==> src/rtl/msg_pkg.sv <==
// Shared types and helpers for the scrolling message buffer.
// Holds the scroll FSM states and the power-up character pattern.
package msg_pkg;

  typedef enum logic {
    HOLD = 1'b0,
    RUN  = 1'b1
  } state_t;

  // Default glyph at index i: i modulo 2^w.
  function automatic int def_char(input int i, input int w);
    if (w >= 31) return i;
    return i % (1 << w);
  endfunction

endpackage

==> src/rtl/msg_step_div.sv <==
// Auto-scroll divider: counts 0..STEP_DIV-1 while enabled.
// tc marks the terminal count; the counter returns to 0 there.
module msg_step_div #(
  parameter int STEP_DIV = 4
) (
  input  logic clk,
  input  logic reset,
  input  logic clear,
  input  logic en,
  output logic tc
);

  localparam int DW =
    (STEP_DIV > 1) ? $clog2(STEP_DIV) : 1;
  localparam logic [DW-1:0] LAST = DW'(STEP_DIV - 1);

  logic [DW-1:0] cnt;

  assign tc = en && (cnt == LAST);

  always_ff @(posedge clk) begin
    if (reset || clear) begin
      cnt <= '0;
    end else if (tc) begin
      cnt <= '0;
    end else if (en) begin
      cnt <= cnt + DW'(1);
    end
  end

endmodule

==> src/rtl/message_buffer.sv <==
// Scrolling message buffer with a registered display window.
// Define MSG_BUF_DIR_EN to add a dir input for reverse scrolling.
module message_buffer
  import msg_pkg::*;
#(
  parameter int CHAR_W   = 4,
  parameter int DEPTH    = 16,
  parameter int WIN      = 4,
  parameter int STEP_DIV = 4,
  localparam int AW      = $clog2(DEPTH)
) (
  input  logic                  clk,
  input  logic                  reset,
  input  logic                  run,
  input  logic                  step,
`ifdef MSG_BUF_DIR_EN
  input  logic                  dir,
`endif
  input  logic                  wr_en,
  input  logic [AW-1:0]         wr_addr,
  input  logic [CHAR_W-1:0]     wr_data,
  output logic [WIN*CHAR_W-1:0] window,
  output logic [AW-1:0]         offset,
  output logic                  wrap
);

  localparam logic [AW:0] DEPTH_L = (AW+1)'(DEPTH);
  localparam logic [AW-1:0] LAST = AW'(DEPTH - 1);

  logic [CHAR_W-1:0] mem [DEPTH];

  state_t state;
  state_t state_nx;

  logic tc;
  logic clear;
  logic adv;
  logic back;
  logic wr_ok;

  logic [AW-1:0] off_nx;
  logic          wrap_nx;

  logic [WIN*CHAR_W-1:0] win_nx;

`ifdef MSG_BUF_DIR_EN
  assign back = dir;
`else
  assign back = 1'b0;
`endif

  assign wr_ok = ({1'b0, wr_addr} < DEPTH_L);

  always_comb begin
    state_nx = state;
    adv = 1'b0;
    unique case (state)
      HOLD: begin
        adv = step;
        if (run) state_nx = RUN;
      end
      RUN: begin
        adv = tc;
        if (!run) state_nx = HOLD;
      end
      default: state_nx = HOLD;
    endcase
  end

  // Every mode change restarts the divider from zero.
  assign clear = (state != state_nx);

  msg_step_div #(
    .STEP_DIV (STEP_DIV)
  ) u_div (
    .clk   (clk),
    .reset (reset),
    .clear (clear),
    .en    (state == RUN),
    .tc    (tc)
  );

  always_comb begin
    off_nx = offset;
    wrap_nx = 1'b0;
    if (adv) begin
      if (back) begin
        if (offset == '0) begin
          off_nx = LAST;
          wrap_nx = 1'b1;
        end else begin
          off_nx = offset - AW'(1);
        end
      end else begin
        if (offset == LAST) begin
          off_nx = '0;
          wrap_nx = 1'b1;
        end else begin
          off_nx = offset + AW'(1);
        end
      end
    end
  end

  // Window taps wrap past the last character back to index 0.
  for (genvar k = 0; k < WIN; k++) begin : g_slot
    logic [AW:0] raw;
    logic [AW:0] idx;
    assign raw = {1'b0, offset} + (AW+1)'(k);
    assign idx = (raw >= DEPTH_L) ? raw - DEPTH_L : raw;
    assign win_nx[k*CHAR_W +: CHAR_W] = mem[idx[AW-1:0]];
  end

  always_ff @(posedge clk) begin
    if (reset) begin
      for (int i = 0; i < DEPTH; i++) begin
        mem[i] <= CHAR_W'(def_char(i, CHAR_W));
      end
    end else if (wr_en && wr_ok) begin
      mem[wr_addr] <= wr_data;
    end
  end

  always_ff @(posedge clk) begin
    if (reset) begin
      state  <= HOLD;
      offset <= '0;
      wrap   <= 1'b0;
      for (int k = 0; k < WIN; k++) begin
        window[k*CHAR_W +: CHAR_W] <=
          CHAR_W'(def_char(k, CHAR_W));
      end
    end else begin
      state  <= state_nx;
      offset <= off_nx;
      wrap   <= wrap_nx;
      window <= win_nx;
    end
  end

endmodule

==> config.mk <==
export PLATFORM = sky130hd
export DESIGN_NAME = message_buffer
export DESIGN_NICKNAME = d
export VERILOG_FILES = /design/src/rtl/msg_pkg.sv /design/src/rtl/msg_step_div.sv /design/src/rtl/message_buffer.sv
export SDC_FILE = /design/constraint.sdc
export NUM_CORES = 1
export LEC_CHECK = 0
export ABC_AREA = 1
export BUFFER_PORTS_ARGS = -buffer_cell sky130_fd_sc_hd__buf_2
export CORE_MARGIN = 3
export CORE_UTILIZATION = 44
export DETAILED_ROUTE_END_ITERATION = 16
export GPL_TIMING_DRIVEN = 0
export SETUP_SLACK_MARGIN = 0.2
export SLEW_MARGIN = 20
export SYNTH_ARGS = -nofsm -noshare
export SYNTH_HDL_FRONTEND = slang
export SYNTH_SLANG_ARGS = --single-unit
==> constraint.sdc <==
create_clock -name clk -period 2.2 [get_ports clk]
set_input_delay 0.11 -clock clk [delete_from_list [all_inputs] [get_ports clk]]
set_output_delay 0.11 -clock clk [all_outputs]
set_load 0.02 [all_outputs]
==> qor.yml, run 1 <==
dieHeight_um: 115.5
totalWireLength_um: 19850
cp_common_cell: "nand3_1"
ant_nets: 0
die_w_um: 115.5
slew_violations: 0
cp_max_fo: 11
io_buffers: 33
rows: 39
synth_area_mm2: 0.005271
syn-instance-count: 737
cpPeakStageDelay_ns: 0.37
slew_headroom: 0.5181
ys_types: 23
p_leak_nw: 2.860
min_period_ns: 1.983
final_layout_size_suffix_gt1_frac: 0.1361
worstMarginPinSlew_ns: 0.7229
synth-main-ff-cell: "edfxtp_1"
ir_drop_uv: 493.0
worst_slack_ns: 0.2169
drc: 0
rsz0062_at_grt: "yes"
cts_max_path_buffers: 2
htreeDepth: 3
required_ns: 2.39
gp_congestion: 1.012
utilization: 0.5352
cp.arrival_ns: 2.17
synth_nets: 755
grt_antenna_before_repair: 0
grt_pass1_wl_um: 29360
synth_edf_count: 64
num_io_pins: 34
grt.overflow.total: 0
setup_viol: 0
status: "complete, no violations"
area_growth_pct: 17.42
clk-insertion-delay-late_ns: 0.35
drt_iter0_markers: 669
max_freq_ghz: 0.5043
synth_top_cell_by_area: "edfxtp_1"
yosysSeqAreaShare: 0.4557
grt_pass1_vias: 5073
ys_top_cells_by_count: "270 x nand2_1, 189 x nand3_1, 89 x nor2_1"
initial_core_util: 0.4558
grt_max_degree: 16
cts_root_buf: "clkbuf_16"
vias_per_cell: 5.767
vias: 5444
placed_cell_area_mm2: 0.005619
antenna_cells: 0
coreArea_mm2: 0.01156
ys_top_cells_by_area: "edfxtp_1 36%, nand2_1 19%, nand3_1 18%"
synth.most_common_cell: "nand2_1"
finalCritPeriodShare: 0.9014
timing.max_cap.violations: 0
crit_type: "reg -> reg"
cp_slowest_cell: "dfxtp_4"
firstDrtPassIters: 6
fin_area_mm2: 0.006190
wire_per_inst_um: 21.02
die_area_mm2: 0.01333
grt_usage: 0.3039
syn_area_per_cell_um2: 7.152
start_kind: "flop"
ys_async_sr_fraction: 0
hold_viol: 0
dp.cells: 913
cts_tree: "yes"
powerDensity_mw_per_mm2: 780.8
clk_pin_slew_ns: 0.07
end_kind: "flop"
hpwl_um: 14430
cts_inserted_buffers: 9
yosys_warnings: 0
yosys.area.top_type_share: 0.3646
r2r_slack_ns: 0.22
ys_ff_latch: 88
hold_class: "in -> reg"
nets: 815
cts.sinks: 88
instances_no_fill: 944
cp_cell_sequence: "inv_2, buf_6, buf_6, ha_4, buf_8, buf_8, nand3_1, nand3_1, nand2_1, nand2_1, nand3_1"
place_ws_ns: -0.6059
worst_clock_skew_ns: 0.006060
==> what timing repair did <==
action | 4_1_cts | 5_1_grt
endpoints found under the hold margin | 4 | 0
gates cloned | 0 | 1
hold buffers | 2 | 0
endpoints found under the setup margin | 13 | 7
gates resized for setup | 26 | 4
setup buffers | 5 | 8
pin swaps | 0 | 2
==> registers in the layout, indices dropped and copies added, names as in the netlist <==
| name | flops |
|---|---|
| wrap | 1 |
| mem | 64 |
| offset | 4 |
| window | 16 |
| state | 1 |
| u_div.cnt | 2 |
==> cell usage in the layout (no fill, tap or decap) <==
| master | Yosys | final |
|---|---|---|
| inv_6 | 0 | 1 |
| nand3_1 | 189 | 189 |
| clkbuf_16 | 0 | 10 |
| nand2_2 | 2 | 1 |
| nand2_1 | 270 | 270 |
| clkinv_1 | 0 | 1 |
| inv_4 | 0 | 2 |
| bufinv_16 | 0 | 2 |
| ha_4 | 0 | 1 |
| clkbuf_1 | 12 | 11 |
| dfxtp_4 | 0 | 2 |
| inv_1 | 31 | 28 |
| o21ai_0 | 3 | 3 |
| nor3_2 | 3 | 3 |
| clkinvlp_4 | 0 | 4 |
| xor2_2 | 2 | 2 |
| buf_12 | 0 | 1 |
| nor2_4 | 1 | 1 |
| inv_8 | 0 | 1 |
| xnor2_1 | 1 | 1 |
| buf_4 | 3 | 18 |
| o211ai_1 | 1 | 1 |
| ha_1 | 5 | 4 |
| buf_6 | 6 | 9 |
| xor2_1 | 1 | 1 |
| nor2_1 | 89 | 89 |
| dfxtp_1 | 24 | 22 |
| a21oi_1 | 5 | 5 |
| buf_2 | 12 | 40 |
| dlygate4sd3_1 | 0 | 2 |
| buf_8 | 0 | 3 |
| inv_2 | 9 | 7 |
| nand2_4 | 0 | 1 |
| edfxtp_1 | 64 | 64 |
| nor3_1 | 1 | 1 |
==> cell families (layout without fill, tap and decap cells) <==
logic type | Yosys count | in the layout | synth area share
AO/OA/AOI/OAI | 9 | 9 | 0.009019
XOR/XNOR | 4 | 4 | 0.009495
adder cells (fa/ha/maj) | 5 | 5 | 0.01187
buffers and inverters | 76 | 140 | 0.06765
flip-flops | 88 | 88 | 0.4557
AND/OR/NAND/NOR | 555 | 555 | 0.4462
==> layout make-up <==
class                      count  area (um^2)
clock buffer                   9        225.2
tap                          143        178.9
buffer                        36        267.8
fill                        1112         5375
sequential                    88         2410
inverter                      40        166.4
clock inverter                 6        91.34
multi-input combinational    573         2530
timing repair buffer          49        320.3
==> metrics by stage <==
step	power, W	hold slack [ns]	setup TNS [ns]
after floorplan	0.002671	0.1791	0
after global placement	0.003045	0.3406	-4.277
after detailed placement	0.003049	0.3520	-4.617
after CTS	0.004759	0.09987	0
after global routing	0.005011	0.1227	0
final	0.004833	0.1043	0
==> layer usage <==
metal  track usage  up-vias  wire length (um)
li1              -     2547                 -
met1        0.4093     2495              8130
met2        0.4595      349              8751
met3       0.08251       53              2266
met4        0.1362        0               698
met5             0        -                 0
==> critical path, delay by kind of cell, from the launching register on <==
family,cells,cell delay [ns]
flip-flops,1,0.37
adder cells (fa/ha/maj),1,0.30
AND/OR/NAND/NOR,5,0.48
buffers and inverters,5,0.66
==> worst paths after layout <==
path,cells after the start,end,start
worst max-delay path,11,window[13]$_SDFF_PP1_,offset[0]$_SDFFE_PP0P_
worst min-delay path,3,mem[8][3]$_SDFFCE_PN1P_,wr_addr[2]
worst max register to register,11,window[13]$_SDFF_PP1_,offset[0]$_SDFFE_PP0P_
worst min register to register,2,u_div.cnt[1]$_SDFFE_PP0P_,u_div.cnt[1]$_SDFFE_PP0P_
==> where the power goes <==
| group | switching [W] | leakage, nW | internal, W | total (W) |
|---|---|---|---|---|
| combinational | 0.000780 | 1.88 | 0.000398 | 0.00118 |
| clock | 0.000668 | 0.151 | 0.000997 | 0.00166 |
| sequential | 0.0000923 | 0.827 | 0.00190 | 0.00199 |
| total | 0.00154 | 2.86 | 0.00329 | 0.00483 |
Note: power is estimated with default switching activity, not from simulation.
==> run 2: changes to the inputs <==
==> constraint.sdc (replaced) <==
create_clock -name clk -period 2 [get_ports clk]
set_input_delay 0.1 -clock clk [delete_from_list [all_inputs] [get_ports clk]]
set_output_delay 0.1 -clock clk [all_outputs]
set_load 0.02 [all_outputs]
==> run 2 against run 1 <==
  * Die area is the same
  * Critical path depth unchanged
  * First-iteration DRC count decreased by 8.4%
  * Clock power about the same
  * Routed wire length down 2.0%
  * Setup slack got worse by 0.024 ns
  * Clock-buffer cell count unchanged
  * Via count increased by 1.3%
  * Sequential share of layout area decreased by 1.7 points
  * Register-to-register slack lost 0.02 ns
  * Utilization increased by 2.5 points
  * Highest routed layer unchanged
==> qor.yml, run 2 (synthesized netlist as in run 1, its figures left out) <==
wl_met2_um: 8604
crit_type: "reg -> reg"
clk-insertion-delay-late_ns: 0.35
nets: 819
grt_pass1_wl_um: 28770
coreArea_mm2: 0.01156
ant_nets: 0
final_common_cell: "nand2_1"
instances_no_fill: 949
rows: 39
slew_headroom: 0.4009
rsz0062_at_grt: "yes"
hp-start: "wr_addr[3]"
fin_setup_tns_ns: 0
die_area_mm2: 0.01333
status: "complete, no violations"
worst_clock_skew_ns: 0.009264
slew_violations: 0
wire_per_inst_um: 20.49
ff2ff_path_depth: 11
largest-register: "mem"
cp_slowest_cell: "dfxtp_4"
max_freq_ghz: 0.5535
clk_pin_slew_ns: 0.07
area_growth_pct: 22.93
power_frac_comb: 0.264
cts_root_buf: "clkbuf_16"
gp_congestion: 0.9601
die_w_um: 115.5
start_kind: "flop"
firstDrtPassIters: 6
vias_per_cell: 5.810
p_leak_nw: 2.945
cp_common_cell: "nand3_2"
cp_top_family: "buffers and inverters"
cts_tree: "yes"
min_to: "mem[4][2]$_SDFFCE_PN1P_"
r2r_slack_ns: 0.19
htreeDepth: 3
grt.overflow.total: 0
p_switching_w: 0.001806
grt_usage: 0.2946
p_int_w: 0.003468
hpwl_um: 14390
initial_core_util: 0.4558
top_regs: "mem (64), window (16), offset (4)"
required_ns: 2.20
wl_met3_um: 1919
top_layer_used: "met4"
dp.cells: 913
min_period_ns: 1.807
cp.buffers_inverters: 5
grt_max_degree: 19
hold_viol: 0
cpPeakStageDelay_ns: 0.38
hold_class: "in -> reg"
vias: 5514
met1_length_um: 8185
p_seq_frac: 0.415
final_layout_size_suffix_gt1_frac: 0.1948
cp.arrival_ns: 2.01
num_io_pins: 34
largest_reg_flops: 64
swShare: 0.3424
finalCritPeriodShare: 0.9034
antenna_cells: 0
cp_cell_sequence: "inv_4, buf_8, buf_8, ha_4, buf_12, buf_12, nand3_2, nand3_2, nand2_2, nand2_2, nand3_2"
dieHeight_um: 115.5
reg2reg_to: "window[12]$_SDFF_PP1_"
cts_max_path_buffers: 2
io_buffers: 33
drc: 0
timing.rr.start: "offset[0]$_SDFFE_PP0P_"
totalWireLength_um: 19450
final_cell_mix: "263 x nand2_1, 158 x nand3_1, 87 x nor2_1"
grt_pass1_vias: 4965
holdPathStages: 3
powerDensity_mw_per_mm2: 813.9
grt_antenna_before_repair: 0
cp_max_fo: 7
ir_drop_uv: 616.6
timing.max_cap.violations: 0
setup_viol: 0
cts_inserted_buffers: 9
clkPwrFrac: 0.321
drt_iter0_markers: 613
end_kind: "flop"
cts.sinks: 88
worstMarginPinSlew_ns: 0.8987
utilization: 0.5603
run 2: changes by cell type in the layout (fill, tap and decap cells not counted), moves of 2 or more:
cell,before,now
inv_8,1,3
bufinv_16,2,0
nand3_1,189,158
nand2_2,1,8
nand3_2,0,31
buf_4,18,16
nand2_1,270,263
nor2_2,0,2
buf_8,3,7
nor2_1,89,87
run 2: how the worst max path moves through the flow:
stage,from,to,slack [ns],cells past startpoint
2_1_floorplan,offset[0]$_SDFFE_PP0P_,window[4]$_SDFF_PP1_,0.22,11
3_3_place_gp,offset[1]$_SDFFE_PP0P_,window[9]$_SDFF_PP1_,-0.29,9
3_5_place_dp,offset[1]$_SDFFE_PP0P_,window[9]$_SDFF_PP1_,-0.28,9
4_1_cts,offset[0]$_SDFFE_PP0P_,window[15]$_SDFF_PP0_,0.20,11
5_1_grt,offset[0]$_SDFFE_PP0P_,window[4]$_SDFF_PP1_,0.11,11
6_report,offset[0]$_SDFFE_PP0P_,window[12]$_SDFF_PP1_,0.19,11
run 2: power groups by stage:
stage          registers (W)  logic [W]  clock network (W)
2_1_floorplan        0.00224   0.000705                  0
3_3_place_gp         0.00223    0.00110                  0
3_5_place_dp         0.00222    0.00110                  0
4_1_cts              0.00218    0.00125            0.00171
5_1_grt              0.00220    0.00150            0.00178
6_report             0.00219    0.00139            0.00169
run 2: routing by layer:
metal  GRT usage  up-vias
li1            -     2560
met1      0.4166     2594
met2      0.4495      312
met3     0.04961       48
met4      0.1236        0
met5           0        -
run 2: worst min-delay path, cell delays in order:
cell	delay, ns
buf_2	0.11
nor3_2	0.07
nand3_1	0.06
run 2: per-stage QoR:
stage / area, um^2 / power (W) / hold slack (ns) / setup slack, ns
3_5_place_dp: 5629 / 0.003329 / 0.3360 / -0.2790
5_1_grt: 6480 / 0.005478 / 0.1066 / 0.1120
2_1_floorplan: 5285 / 0.002943 / 0.1617 / 0.2172
3_3_place_gp: 5629 / 0.003324 / 0.3248 / -0.2856
4_1_cts: 6213 / 0.005139 / 0.09255 / 0.1993
6_report: 6480 / 0.005274 / 0.09313 / 0.1933
run 2: layout make-up:
class | instances | area, um^2
Fill cell | 1106 | 5085
Multi-Input combinational cell | 573 | 2739
Sequential cell | 88 | 2410
Timing Repair Buffer | 53 | 377.9
Buffer | 36 | 302.8
Clock buffer | 9 | 225.2
Tap cell | 143 | 178.9
Inverter | 40 | 173.9
Clock inverter | 7 | 72.57
run 2: repair_timing:
item | CTS | global route
cloned | 1 | 1
endpoints found under the setup margin | 13 | 12
endpoints found under the hold margin | 4 | 0
pin swaps | 5 | 28
resized for setup | 42 | 41
hold buffers | 2 | 0
buffers inserted | 10 | 6
